`src/rtl/led_fader_pkg.sv`:
```
// Shared encodings for the LED fader: pattern modes and fade sequencer states.
package led_fader_pkg;

  localparam int MODE_W = 2;

  typedef enum logic [MODE_W-1:0] {
    MODE_XFADE   = 2'b00,
    MODE_BREATHE = 2'b01,
    MODE_BLINK   = 2'b10,
    MODE_CHASE   = 2'b11
  } mode_e;

  typedef enum logic [1:0] {
    ST_RAMP = 2'b00,
    ST_HOLD = 2'b01,
    ST_SWAP = 2'b10
  } state_e;

  function automatic logic is_chase(input mode_e m);
    return (m == MODE_CHASE);
  endfunction

endpackage

```
`src/rtl/led_fader_pwm_channel.sv`:
```
// One LED output: registered PWM comparator with a full-on override at maximum duty.
module pwm_channel #(
  parameter int PWM_BITS = 8
) (
  input  logic                clk,
  input  logic                rst,
  input  logic                enable,
  input  logic [PWM_BITS-1:0] pwm_cnt,
  input  logic [PWM_BITS-1:0] duty,
  output logic                led
);

  localparam logic [PWM_BITS-1:0] PWM_MAX = {PWM_BITS{1'b1}};

  logic led_p1;

  // p1: compare stage; full duty must stay lit through the counter's PWM_MAX slot
  always_ff @(posedge clk or posedge rst) begin
    if (rst) begin
      led_p1 <= 1'b0;
    end else begin
      led_p1 <= enable & ((duty == PWM_MAX) | (pwm_cnt < duty));
    end
  end

  assign led = led_p1;

endmodule

```
`src/rtl/led_fader.sv`:
```
// Multi-channel LED fader: prescaled fade level sequencer driving per-LED PWM channels.
module led_fader
  import led_fader_pkg::*;
#(
  parameter int CLK_FREQ    = 25_000_000,
  parameter int NUM_LEDS    = 8,
  parameter int PWM_BITS    = 8,
  parameter int STEP_CYCLES = CLK_FREQ / 1000,
  parameter int HOLD_STEPS  = 0
) (
  input  logic                clk,
  input  logic                rst,
  input  logic                enable,
  input  logic [1:0]          mode,
  output logic [NUM_LEDS-1:0] leds,
  output logic                cycle_done
);

  localparam logic [PWM_BITS-1:0] PWM_MAX = {PWM_BITS{1'b1}};
  localparam int PS_W      = (STEP_CYCLES > 1) ? $clog2(STEP_CYCLES) : 1;
  localparam int HOLD_W    = (HOLD_STEPS > 1) ? $clog2(HOLD_STEPS + 1) : 1;
  localparam int HOLD_LAST = (HOLD_STEPS > 0) ? HOLD_STEPS - 1 : 0;

  mode_e                mode_q;
  state_e               state, state_nxt;
  logic [PWM_BITS-1:0]  pwm_cnt;
  logic [PS_W-1:0]      presc;
  logic                 tick;
  logic                 mode_chg;
  logic [PWM_BITS-1:0]  lvl, lvl_nxt;
  logic [NUM_LEDS-1:0]  mask, mask_nxt, mask_rot;
  logic [HOLD_W-1:0]    hold_cnt, hold_nxt;
  logic                 done_nxt;
  logic [PWM_BITS-1:0]  duty_p0 [NUM_LEDS];

  function automatic logic [NUM_LEDS-1:0] reload_mask(input mode_e m);
    logic [NUM_LEDS-1:0] r;
    r = '0;
    if (is_chase(m)) begin
      r[0] = 1'b1;
    end else begin
      for (int i = 0; i < NUM_LEDS; i++) r[i] = ((i % 2) == 0);
    end
    return r;
  endfunction

  function automatic logic [NUM_LEDS-1:0] swap_mask(input logic [NUM_LEDS-1:0] m,
                                                    input mode_e md);
    return is_chase(md) ? {m[NUM_LEDS-2:0], m[NUM_LEDS-1]} : ~m;
  endfunction

  // Saturating step so the level can never wrap past full brightness
  function automatic logic [PWM_BITS-1:0] lvl_inc(input logic [PWM_BITS-1:0] v);
    return (v == PWM_MAX) ? PWM_MAX : v + 1'b1;
  endfunction

  assign mode_chg = (mode_e'(mode) != mode_q);
  assign tick     = (presc == PS_W'(STEP_CYCLES - 1));
  assign mask_rot = {mask[NUM_LEDS-2:0], mask[NUM_LEDS-1]};

  // A mode change restarts the step timebase even while disabled
  always_ff @(posedge clk or posedge rst) begin
    if (rst) begin
      mode_q  <= MODE_XFADE;
      pwm_cnt <= '0;
      presc   <= '0;
    end else begin
      mode_q <= mode_e'(mode);
      if (enable) pwm_cnt <= pwm_cnt + 1'b1;
      if (mode_chg) begin
        presc <= '0;
      end else if (enable) begin
        presc <= tick ? '0 : presc + 1'b1;
      end
    end
  end

  always_ff @(posedge clk or posedge rst) begin
    if (rst) begin
      state      <= ST_RAMP;
      lvl        <= '0;
      mask       <= reload_mask(MODE_XFADE);
      hold_cnt   <= '0;
      cycle_done <= 1'b0;
    end else begin
      state      <= state_nxt;
      lvl        <= lvl_nxt;
      mask       <= mask_nxt;
      hold_cnt   <= hold_nxt;
      cycle_done <= done_nxt;
    end
  end

  always_comb begin
    state_nxt = state;
    lvl_nxt   = lvl;
    mask_nxt  = mask;
    hold_nxt  = hold_cnt;
    done_nxt  = 1'b0;
    if (mode_chg) begin
      state_nxt = ST_RAMP;
      lvl_nxt   = '0;
      mask_nxt  = reload_mask(mode_e'(mode));
      hold_nxt  = '0;
    end else if (enable) begin
      case (state)
        ST_RAMP: begin
          if (tick) begin
            if (lvl >= PWM_MAX - 1'b1) begin
              lvl_nxt   = PWM_MAX;
              state_nxt = ST_HOLD;
              hold_nxt  = '0;
            end else begin
              lvl_nxt = lvl_inc(lvl);
            end
          end
        end
        ST_HOLD: begin
          if (HOLD_STEPS == 0) begin
            state_nxt = ST_SWAP;
          end else if (tick) begin
            if (hold_cnt == HOLD_W'(HOLD_LAST)) begin
              state_nxt = ST_SWAP;
            end else begin
              hold_nxt = hold_cnt + 1'b1;
            end
          end
        end
        ST_SWAP: begin
          lvl_nxt   = '0;
          mask_nxt  = swap_mask(mask, mode_q);
          done_nxt  = 1'b1;
          state_nxt = ST_RAMP;
        end
        default: begin
          state_nxt = ST_RAMP;
          lvl_nxt   = '0;
        end
      endcase
    end
  end

  // p0: per-LED duty from the current level, mask and registered mode
  always_comb begin
    for (int i = 0; i < NUM_LEDS; i++) begin
      duty_p0[i] = '0;
      case (mode_q)
        MODE_XFADE:   duty_p0[i] = mask[i] ? (PWM_MAX - lvl) : lvl;
        MODE_BREATHE: duty_p0[i] = mask[0] ? (PWM_MAX - lvl) : lvl;
        MODE_BLINK:   duty_p0[i] = mask[i] ? PWM_MAX : '0;
        MODE_CHASE: begin
          if (mask[i]) begin
            duty_p0[i] = PWM_MAX - lvl;
          end else if (mask_rot[i]) begin
            duty_p0[i] = lvl;
          end
        end
        default: duty_p0[i] = '0;
      endcase
    end
  end

  for (genvar g = 0; g < NUM_LEDS; g++) begin : g_ch
    pwm_channel #(
      .PWM_BITS(PWM_BITS)
    ) u_ch (
      .clk    (clk),
      .rst    (rst),
      .enable (enable),
      .pwm_cnt(pwm_cnt),
      .duty   (duty_p0[g]),
      .led    (leds[g])
    );
  end

endmodule

```
`config.mk`:
```
export PLATFORM = sky130hd
export DESIGN_NAME = led_fader
export DESIGN_NICKNAME = d
export VERILOG_FILES = /design/src/rtl/led_fader_pkg.sv /design/src/rtl/led_fader_pwm_channel.sv /design/src/rtl/led_fader.sv
export SDC_FILE = /design/constraint.sdc
export NUM_CORES = 1
export LEC_CHECK = 0
export ABC_CLOCK_PERIOD_IN_PS = 6800
export CAP_MARGIN = 20
export CORE_MARGIN = 5
export CORE_UTILIZATION = 53
export CTS_CLUSTER_DIAMETER = 150
export DETAILED_ROUTE_END_ITERATION = 6
export HOLD_SLACK_MARGIN = 0.12
export PLACE_DENSITY = 0.82
export SYNTH_ARGS = -nofsm -noshare
export SYNTH_HDL_FRONTEND = slang
export SYNTH_SLANG_ARGS = --single-unit
```
`constraint.sdc`:
```
create_clock -name clk -period 6.8 [get_ports clk]
set_clock_uncertainty 0.05 [all_clocks]
set_input_delay 1.36 -clock clk [delete_from_list [all_inputs] [get_ports clk]]
set_output_delay 1.36 -clock clk [all_outputs]
set_load 0.02 [all_outputs]
```
==> impl_metrics.ini, run 1 <==
[detailed_routing]
route.antenna.remaining_nets = 0
route.detailed.vias_per_inst = 7.10
detailedRoute.firstPassIterationCount = 7
route.detailed.wl_per_inst_um = 21.5
detail_route.drc_violations = 0
wirelength_um = 21400
vias = 7071
initialDrtViolationCount = 1096

[clock_network]
cts_max_path_buffers = 2
cts.repair.resized = 0
worstSkewPairLatency_ns = 0.31
holdBufCountCts = 0
ctsHtreeMaxLevel = 2
cts-root-buf = sky130_fd_sc_hd__clkbuf_16
clock_pin_slew_reported_for_the_worst_setup_and_hold_paths_after_clock_tree_synthesis_ns = 0.08
tritoncts = done
cts_buffer_count = 5
post-cts-setup-buffer-count = 0
clkSinkCount = 52

[pwr]
power.density_cell_area_nw_per_um2 = 179
total_power_w = 0.00129
p_leak_nw = 3.16
max-vdd-ir-drop_mv = 0.132

[critical_path]
critPathLaunchType = primary input
crit_arrival_ns = 4.29
critical_path_required_ns = 6.98
worst-setup-path-type = primary input to flip-flop
rr_worst_depth = 10
path_max_fanout = 19
setup_crit_end_kind = flip-flop

[placement]
globalplace.congestion = 0.964
dpl_worst_slack_ns = 2.53
port-buffer-count = 13
dpl.hpwl_um = 14200

[synthesis]
asyncSetResetFlopFracSynth_pct = 100
number_of_synthesized_flops_with_an_enable_pin = 0
cell_area_after_synthesis_um2 = 7020
area_contributors_post_synth = sky130_fd_sc_hd__ha_1 (22%), sky130_fd_sc_hd__dfrtp_1 (17%), sky130_fd_sc_hd__a21oi_1 (6.4%)
synth.yosys.seq_area_share_pct = 18.6
proportion_of_netlist_area_held_by_the_largest_area_contributor_pct = 21.9
synth.net_count = 997
synth-main-ff-cell = sky130_fd_sc_hd__dfrtp_1
synth_cell_types = 76
yosysWarningCount = 0
syn_area_per_cell_um2 = 8.07
ys_ff_latch = 52
netlist.top_cell.by_area = sky130_fd_sc_hd__ha_1
netlist_instances = 869

[sta]
drv_slew = 0
final-setup-viol-count = 0
finalHoldViolCount = 0
timing.setup.tns_ns = 0
slew_headroom_pct = 33.6
timing.final.crit_period_ns = 4.11
fin_crit_sh_pct = 60.4
final_critical_path_setup_slack_ns = 2.69
rsz0062_at_grt = no
holdWs_ns = 0.438
achievable-frequency_ghz = 0.243
worstMarginPinSlew_ns = 0.996

[finish]
final.fill_count = 1178
share_of_post_route_cells_with_drive_strength_above_1_pct = 5.49
insertedDiodeCount = 0
final_util_pct = 54.8
layout.nets = 947
syn_to_final_growth_pct = 2.27

[job]
drv_cap = 0

[floorplanning]
die_w_um = 125
die_span_in_y_um = 125
coreArea_um2 = 13100
pin_count = 14
design.die.area_um2 = 15600
initial_core_util_pct = 53.6
num_rows = 42

[worst_hold_path]
holdCritPathClass = flip-flop to flip-flop
min_delay_path_depth = 1

[grt]
global_route_wire_length_before_repair_um = 34000
grt_pass1_vias = 6340
maximum_number_of_pins_on_one_net_before_global_route_repair = 107
total_track_usage_pct = 26.5
antenna_found_initial = 0
grt-ovfl-total = 0

[run_status]
status = finished clean
-- per-stage QoR --
step	instance area [um^2]	instances
final	7170	996
after global routing	7170	996
after CTS	7170	996
after detailed placement	7020	988
after global placement	7020	988
after floorplan	7020	869
-- metal layers --
layer / track usage, % / up-vias / share of wire, %
met5: 0 / - / 0
li1: - / 3221 / -
met2: 39.1 / 473 / 43
met4: 14.2 / 0 / 5.1
met1: 36.7 / 3289 / 40
met3: 4.99 / 88 / 11
-- state kept, by name, summed over array words and instances, names as in the netlist --
signal,count
presc,15
g_ch.u_ch.led,8
lvl,8
mask,8
pwm_cnt,8
mode_q,2
state,2
cycle_done,1
-- final timing paths --
check                                             endpoint                  start  slack, ns
worst max register to register  g_ch[3].u_ch.led$_DFF_PP0_    mode_q[0]$_DFF_PP0_       3.35
worst min register to register       presc[14]$_DFFE_PP0P_  presc[14]$_DFFE_PP0P_       0.44
worst max-delay path                 presc[14]$_DFFE_PP0P_                 enable       2.69
max in group asynchronous              mode_q[1]$_DFF_PP0_                    rst       4.68
min in group asynchronous       g_ch[4].u_ch.led$_DFF_PP0_                    rst       1.52
worst min-delay path                 presc[14]$_DFFE_PP0P_  presc[14]$_DFFE_PP0P_       0.44
-- synthesized netlist by cell type (7+ instances only) --
| master | count |
|---|---|
| sky130_fd_sc_hd__a211oi_1 | 11 |
| sky130_fd_sc_hd__a21o_1 | 7 |
| sky130_fd_sc_hd__a21oi_1 | 90 |
| sky130_fd_sc_hd__a22o_1 | 14 |
| sky130_fd_sc_hd__a22oi_1 | 8 |
| sky130_fd_sc_hd__a31oi_1 | 19 |
| sky130_fd_sc_hd__and2_1 | 12 |
| sky130_fd_sc_hd__and3_1 | 12 |
| sky130_fd_sc_hd__and4_1 | 9 |
| sky130_fd_sc_hd__buf_2 | 16 |
| sky130_fd_sc_hd__buf_4 | 17 |
| sky130_fd_sc_hd__clkbuf_1 | 36 |
| sky130_fd_sc_hd__dfrtp_1 | 48 |
| sky130_fd_sc_hd__ha_1 | 123 |
| sky130_fd_sc_hd__inv_1 | 25 |
| sky130_fd_sc_hd__mux2i_1 | 10 |
| sky130_fd_sc_hd__nand2_1 | 73 |
| sky130_fd_sc_hd__nand2b_1 | 7 |
| sky130_fd_sc_hd__nand3_1 | 32 |
| sky130_fd_sc_hd__nand4_1 | 8 |
| sky130_fd_sc_hd__nand4b_1 | 7 |
| sky130_fd_sc_hd__nor2_1 | 41 |
| sky130_fd_sc_hd__nor2b_1 | 10 |
| sky130_fd_sc_hd__nor3_1 | 15 |
| sky130_fd_sc_hd__nor4_1 | 7 |
| sky130_fd_sc_hd__o211ai_1 | 10 |
| sky130_fd_sc_hd__o21ai_0 | 54 |
| sky130_fd_sc_hd__o221a_2 | 13 |
| sky130_fd_sc_hd__o221ai_1 | 8 |
| sky130_fd_sc_hd__o22a_1 | 7 |
| sky130_fd_sc_hd__o22ai_1 | 8 |
| sky130_fd_sc_hd__o31ai_1 | 9 |
| sky130_fd_sc_hd__xnor2_1 | 8 |
| sky130_fd_sc_hd__xor2_1 | 8 |
-- where the power goes --
group | internal, W | switching, W | total [W] | leakage [nW]
registers | 0.000344 | 0.000144 | 0.000488 | 0.678
clock network | 0.000141 | 0.000141 | 0.000281 | 0.0719
logic | 0.000246 | 0.000271 | 0.000517 | 2.41
total | 0.000731 | 0.000556 | 0.00129 | 3.16
-- layout by cell type (no fill, tap or decap), drive strengths merged, types with 5 or more instances in the layout --
master | Yosys | routed
ha | 123 | 123
a21oi | 90 | 90
nand2 | 73 | 73
o21ai | 55 | 55
dfrtp | 48 | 48
nor2 | 41 | 41
nand3 | 32 | 32
inv | 26 | 27
a31oi | 19 | 19
nor3 | 15 | 15
a22o | 14 | 14
o221a | 14 | 14
clkdlybuf4s50 | 0 | 13
and2 | 12 | 12
and3 | 12 | 12
a211oi | 11 | 11
nor2b | 10 | 10
mux2i | 10 | 10
o211ai | 10 | 10
and4 | 9 | 9
o31ai | 9 | 9
nand4 | 8 | 8
xnor2 | 8 | 8
xor2 | 8 | 8
o22ai | 8 | 8
o221ai | 8 | 8
a22oi | 8 | 8
nand2b | 7 | 7
o22a | 7 | 7
nor4 | 7 | 7
nand4b | 7 | 7
a21o | 7 | 7
nor4b | 6 | 6
a31o | 6 | 6
o21a | 6 | 6
clkbuf | 36 | 5
-- area by class of cell --
| cell class | count | area [um^2] | area share (%) |
|---|---|---|---|
| clock buffers | 5 | 125 | 1.74 |
| well taps | 176 | 220 | 3.07 |
| inverters | 28 | 105 | 1.46 |
| repair buffers | 17 | 160 | 2.23 |
| flip-flops and latches | 52 | 1310 | 18.2 |
| clock inverters | 3 | 27.5 | 0.384 |
| multi-input cells | 715 | 5230 | 72.9 |
-- cells by family (layout without fill, tap and decap cells) --
group	after synthesis	after routing	synth area share [%]
AND/OR/NAND/NOR	256	256	19.1
buffers and inverters	102	53	6.87
XOR/XNOR	16	16	2.00
flip-flops	52	52	18.6
multiplexers	11	11	1.59
adder cells (fa/ha/maj)	123	123	21.9
AO/OA/AOI/OAI	309	309	29.9
-- critical path, stage by stage --
cell	delay, ns
sky130_fd_sc_hd__clkdlybuf4s50_1	0.85
sky130_fd_sc_hd__clkinv_1	0.82
sky130_fd_sc_hd__nor3_1	0.87
sky130_fd_sc_hd__a41oi_1	0.20
sky130_fd_sc_hd__a31oi_1	0.18
Note: power is estimated with default switching activity, not from simulation.
==> run 2: changes to the inputs <==
ABC_CLOCK_PERIOD_IN_PS = 4250   (was 6800)
clock period = 4.25 ns   (was 6.8 ns; I/O delays follow)
==> run 2 against run 1 <==
First-iteration DRC count shrank 28%. Critical path type is now flip-flop to flip-flop. Sequential cell count is the same. Sequential share of layout area shrank 0.26 points. Clock power grew 52%. Combinational power grew 69%. Total power grew 59%. Largest power group unchanged. Largest cell class unchanged. Critical path depth grew 3.
==> impl_metrics.ini, run 2 (synthesis gave the netlist of run 1 again) <==
[critical_path]
path_max_fanout = 90
reg2reg_slack_ns = 0.89
critPathLaunchType = flip-flop
crit_arrival_ns = 3.48
worst-setup-path-type = flip-flop to flip-flop
r2r_start = mode_q[1]$_DFF_PP0_
worst_r2r_dst = g_ch[1].u_ch.led$_DFF_PP0_
critical_path_required_ns = 4.37
setup_crit_end_kind = flip-flop
rr_worst_depth = 8

[clock_network]
ctsHtreeMaxLevel = 2
cts_buffer_count = 5
holdBufCountCts = 0
cts.repair.resized = 0
clock_pin_slew_reported_for_the_worst_setup_and_hold_paths_after_clock_tree_synthesis_ns = 0.07
cts-root-buf = sky130_fd_sc_hd__clkbuf_16
worstSkewPairLatency_ns = 0.30
cts_max_path_buffers = 2
tritoncts = done
clkSinkCount = 52
post-cts-setup-buffer-count = 0

[detailed_routing]
detail_route.drc_violations = 0
initialDrtViolationCount = 784
route.detailed.vias_per_inst = 6.85
route.detailed.wl_per_inst_um = 20.6
vias = 6914
route.antenna.remaining_nets = 0
detailedRoute.firstPassIterationCount = 5
wirelength_um = 20800

[finish]
syn_to_final_growth_pct = 3.75
layout.nets = 960
share_of_post_route_cells_with_drive_strength_above_1_pct = 6.96
layout_common_cells = sky130_fd_sc_hd__ha_1 (123), sky130_fd_sc_hd__a21oi_1 (90), sky130_fd_sc_hd__nand2_1 (73)
largest_register_ff_count = 15
registers.top_by_ff_count = presc
final_util_pct = 55.6
layoutNonFillerInstCount = 1009
layout.cells.most_common = sky130_fd_sc_hd__ha_1
insertedDiodeCount = 0
final.fill_count = 1233

[run_status]
status = finished clean

[floorplanning]
design.die.area_um2 = 15600
coreArea_um2 = 13100
num_rows = 42
initial_core_util_pct = 53.6
die_w_um = 125
die_span_in_y_um = 125
pin_count = 14

[worst_hold_path]
timing.hold.worst_endpoint = presc[14]$_DFFE_PP0P_
holdCritPathClass = flip-flop to flip-flop
worst_hold_startpoint = presc[14]$_DFFE_PP0P_
min_delay_path_depth = 1

[job]
drv_cap = 0

[sta]
rsz0062_at_grt = no
finalHoldViolCount = 0
achievable-frequency_ghz = 0.298
final-setup-viol-count = 0
holdWs_ns = 0.446
worstMarginPinSlew_ns = 0.831
slew_headroom_pct = 44.6
drv_slew = 0
timing.final.crit_period_ns = 3.36
timing.setup.tns_ns = 0
fin_crit_sh_pct = 79.0

[pwr]
p_leak_nw = 3.23
power.density_cell_area_nw_per_um2 = 281
max-vdd-ir-drop_mv = 0.235

[placement]
port-buffer-count = 13
dpl.hpwl_um = 14600
globalplace.congestion = 0.975
place.detailed.instances = 1001

[grt]
global_route_wire_length_before_repair_um = 33500
grt-ovfl-total = 0
total_track_usage_pct = 26.0
maximum_number_of_pins_on_one_net_before_global_route_repair = 91
antenna_found_initial = 0
grt_pass1_vias = 6354
run 2: final cells by class:
cell class	instances	area, um^2	area share, %
multi-input cells	715	5230	71.8
flip-flops and latches	52	1310	18.0
repair buffers	30	270	3.71
well taps	176	220	3.03
clock buffers	5	125	1.72
inverters	28	105	1.44
clock inverters	3	21.3	0.292
run 2: worst max path at each step:
stage | end | start
after detailed placement | g_ch[1].u_ch.led$_DFF_PP0_ | mode_q[1]$_DFF_PP0_
after global routing | g_ch[2].u_ch.led$_DFF_PP0_ | mode_q[1]$_DFF_PP0_
after floorplan | g_ch[6].u_ch.led$_DFF_PP0_ | mode_q[1]$_DFF_PP0_
final | g_ch[1].u_ch.led$_DFF_PP0_ | mode_q[1]$_DFF_PP0_
after CTS | g_ch[1].u_ch.led$_DFF_PP0_ | mode_q[1]$_DFF_PP0_
after global placement | g_ch[1].u_ch.led$_DFF_PP0_ | mode_q[1]$_DFF_PP0_
run 2: power breakdown:
part	leakage, nW	total, W	internal (W)	switching (W)
Sequential	0.678	0.000748	0.000552	0.000196
Combinational	2.48	0.000875	0.000408	0.000467
Clock	0.0702	0.000426	0.000220	0.000206
Total	3.23	0.00205	0.00118	0.000869
run 2: routing by layer:
| layer | vias up | global-route usage [%] | share of wire [%] |
|---|---|---|---|
| li1 | 3248 | - | - |
| met1 | 3200 | 34.8 | 42 |
| met2 | 385 | 40.3 | 43 |
| met3 | 81 | 5.37 | 10 |
| met4 | 0 | 12.1 | 4.6 |
| met5 | - | 0 | 0 |
run 2: through the flow:
| stage | total power, W | instance area (um^2) | worst slack (ns) |
|---|---|---|---|
| 6_report | 0.00205 | 7280 | 0.891 |
| 5_1_grt | 0.00220 | 7280 | 0.642 |
| 4_1_cts | 0.00204 | 7280 | 0.977 |
| 3_5_place_dp | 0.00161 | 7130 | 0.986 |
| 3_3_place_gp | 0.00157 | 7130 | 1.10 |
| 2_1_floorplan | 0.00134 | 7020 | 1.45 |
run 2: critical path, stage by stage (launching register included):
cell,delay [ns]
sky130_fd_sc_hd__dfrtp_2,0.57
sky130_fd_sc_hd__buf_4,0.72
sky130_fd_sc_hd__nand2_1,0.43
sky130_fd_sc_hd__o32ai_1,0.50
sky130_fd_sc_hd__a21oi_1,0.09
sky130_fd_sc_hd__ha_1,0.29
sky130_fd_sc_hd__o2111ai_1,0.09
sky130_fd_sc_hd__o31ai_1,0.33
sky130_fd_sc_hd__o41ai_2,0.14
==> run 3: changes to the inputs <==
ABC_CLOCK_PERIOD_IN_PS = 3100   (was 4250)
clock period = 3.1 ns   (was 4.25 ns; I/O delays follow)
==> run 3 against run 2 <==
Register-to-register slack got worse by 0.67 ns. Core utilization rose by 1.5 points. Die area did not move. Critical path depth rose by 1. Cell count rose by 2.4%. Sequential power rose by 38%. Clock-buffer cell count rose by 1. Routed wire length rose by 4.4%. Fmax rose by 17%. Via count rose by 2.6%. Sequential cell count did not move.
==> impl_metrics.ini, run 3 (synthesis gave the netlist of run 1 again) <==
[run_status]
status = finished clean

[sta]
finalHoldViolCount = 0
holdWs_ns = 0.438
timing.final.crit_period_ns = 2.88
timing.setup.tns_ns = 0
fin_crit_sh_pct = 92.9
drv_slew = 0
achievable-frequency_ghz = 0.347
slew_headroom_pct = 50.7
rsz0062_at_grt = no
worstMarginPinSlew_ns = 0.740
final-setup-viol-count = 0

[clock_network]
cts-root-buf = sky130_fd_sc_hd__clkbuf_16
tritoncts = done
cts_buffer_count = 5
clock_pin_slew_reported_for_the_worst_setup_and_hold_paths_after_clock_tree_synthesis_ns = 0.09
worstSkewPairLatency_ns = 0.31
holdBufCountCts = 0
cts_max_path_buffers = 2
clkSinkCount = 52
post-cts-setup-buffer-count = 0
cts.repair.resized = 0
ctsHtreeMaxLevel = 2

[placement]
dpl.hpwl_um = 15700
port-buffer-count = 13
globalplace.congestion = 1.03

[critical_path]
critPathLaunchType = flip-flop
cp_cell_sequence = ha_1, nand2_1, o21ai_0, o21ai_0, ha_1, and4_1, a211o_1, a211oi_1, a31o_2
path_max_fanout = 15
critPathSlowestCell = sky130_fd_sc_hd__dfstp_2
crit_family = compound AO/OA/AOI/OAI gates
setup_crit_end_kind = flip-flop
timing.critical_path.buf_inv = 0
worst-setup-path-type = flip-flop to flip-flop
crit_arrival_ns = 3.07
critical_path_required_ns = 3.30
slowest_delay_ns = 0.73

[grt]
total_track_usage_pct = 26.9
maximum_number_of_pins_on_one_net_before_global_route_repair = 53
global_route_wire_length_before_repair_um = 34400
grt-ovfl-total = 0
antenna_found_initial = 0
grt_pass1_vias = 6400

[finish]
layout.nets = 984
layout_common_cells = sky130_fd_sc_hd__ha_1 (123), sky130_fd_sc_hd__a21oi_1 (90), sky130_fd_sc_hd__nand2_1 (73)
insertedDiodeCount = 0
largest_register_ff_count = 15
share_of_post_route_cells_with_drive_strength_above_1_pct = 9.45
syn_to_final_growth_pct = 6.62
register_area_um2 = 1310
multi_input_comb_area_um2 = 5230
final.fill_count = 1145
layout.cells.most_common = sky130_fd_sc_hd__ha_1
registers.top_by_ff_count = presc

[detailed_routing]
route.detailed.vias_per_inst = 6.87
detailedRoute.firstPassIterationCount = 5
vias = 7092
initialDrtViolationCount = 992
wirelength_um = 21700
route.detailed.wl_per_inst_um = 21.0
detail_route.drc_violations = 0
route.antenna.remaining_nets = 0

[floorplanning]
initial_core_util_pct = 53.6
die_span_in_y_um = 125
coreArea_um2 = 13100
pin_count = 14
die_w_um = 125
design.die.area_um2 = 15600
num_rows = 42

[pwr]
power.density_cell_area_nw_per_um2 = 392
p_leak_nw = 3.37
max-vdd-ir-drop_mv = 0.216

[job]
drv_cap = 0

[worst_hold_path]
holdCritPathClass = flip-flop to flip-flop
run 3: cell count changes in the layout (fill, tap and decap cells not counted):
cell / previous run / this run
sky130_fd_sc_hd__clkbuf_1: 0 / 1
sky130_fd_sc_hd__buf_4: 16 / 40
sky130_fd_sc_hd__bufinv_16: 0 / 1
sky130_fd_sc_hd__clkinvlp_4: 1 / 0
sky130_fd_sc_hd__clkinv_2: 1 / 0
run 3: path summary, 6_finish.rpt:
kind                            cells after the start                          to             startpoint  slack (ns)
worst min-delay path                                1       presc[14]$_DFFE_PP0P_  presc[14]$_DFFE_PP0P_        0.44
worst min register to register                      1       presc[14]$_DFFE_PP0P_  presc[14]$_DFFE_PP0P_        0.44
min in group asynchronous                           3         mask[7]$_DFFE_PP0P_                    rst        0.78
worst max-delay path                                9  g_ch[6].u_ch.led$_DFF_PP0_    mask[0]$_DFFE_PP1P_        0.22
worst max register to register                      9  g_ch[6].u_ch.led$_DFF_PP0_    mask[0]$_DFFE_PP1P_        0.22
max in group asynchronous                           3         mode_q[1]$_DFF_PP0_                    rst        1.73
run 3: final cells by class:
type | instances | area share (%)
clock inverter | 2 | 0.519
timing repair buffer | 54 | 6.02
tap | 176 | 2.94
multi-input combinational | 715 | 69.9
clock buffer | 6 | 1.72
inverter | 28 | 1.41
sequential | 52 | 17.5
run 3: worst register-to-register path, cell delays in order, from the launching register on:
cell and delay (ns):
sky130_fd_sc_hd__dfstp_2 0.73, sky130_fd_sc_hd__ha_1 0.32, sky130_fd_sc_hd__nand2_1 0.22, sky130_fd_sc_hd__o21ai_0 0.15, sky130_fd_sc_hd__o21ai_0 0.22, sky130_fd_sc_hd__ha_1 0.28, sky130_fd_sc_hd__and4_1 0.22, sky130_fd_sc_hd__a211o_1 0.28
sky130_fd_sc_hd__a211oi_1 0.21, sky130_fd_sc_hd__a31o_2 0.13
run 3: metal layers:
metal | share of wire (%) | track usage [%] | vias to the layer above | wire length (um)
met4 | 4.7 | 11.1 | 0 | 1020
met2 | 43 | 41.6 | 426 | 9410
li1 | - | - | 3303 | -
met3 | 10 | 3.16 | 84 | 2160
met1 | 42 | 38.1 | 3279 | 9150
met5 | 0 | 0 | - | 0
run 3: power by group:
group | leakage [nW] | switching, W | internal, W
clock network | 0.0815 | 0.000304 | 0.000387
logic | 2.61 | 0.000642 | 0.000572
registers | 0.678 | 0.000271 | 0.000756
total | 3.37 | 0.00122 | 0.00172
run 3: per-stage QoR:
step	util, %	worst slack, ns	instances	area [um^2]	power, W
CTS	57.2	0.258	1033	7480	0.00292
floorplan	-	0.296	869	7020	0.00184
global route	57.2	0.0361	1033	7480	0.00314
global placement	55.9	0.351	1025	7310	0.00219
detailed placement	55.9	0.279	1025	7310	0.00223
finish	57.2	0.221	1033	7480	0.00293
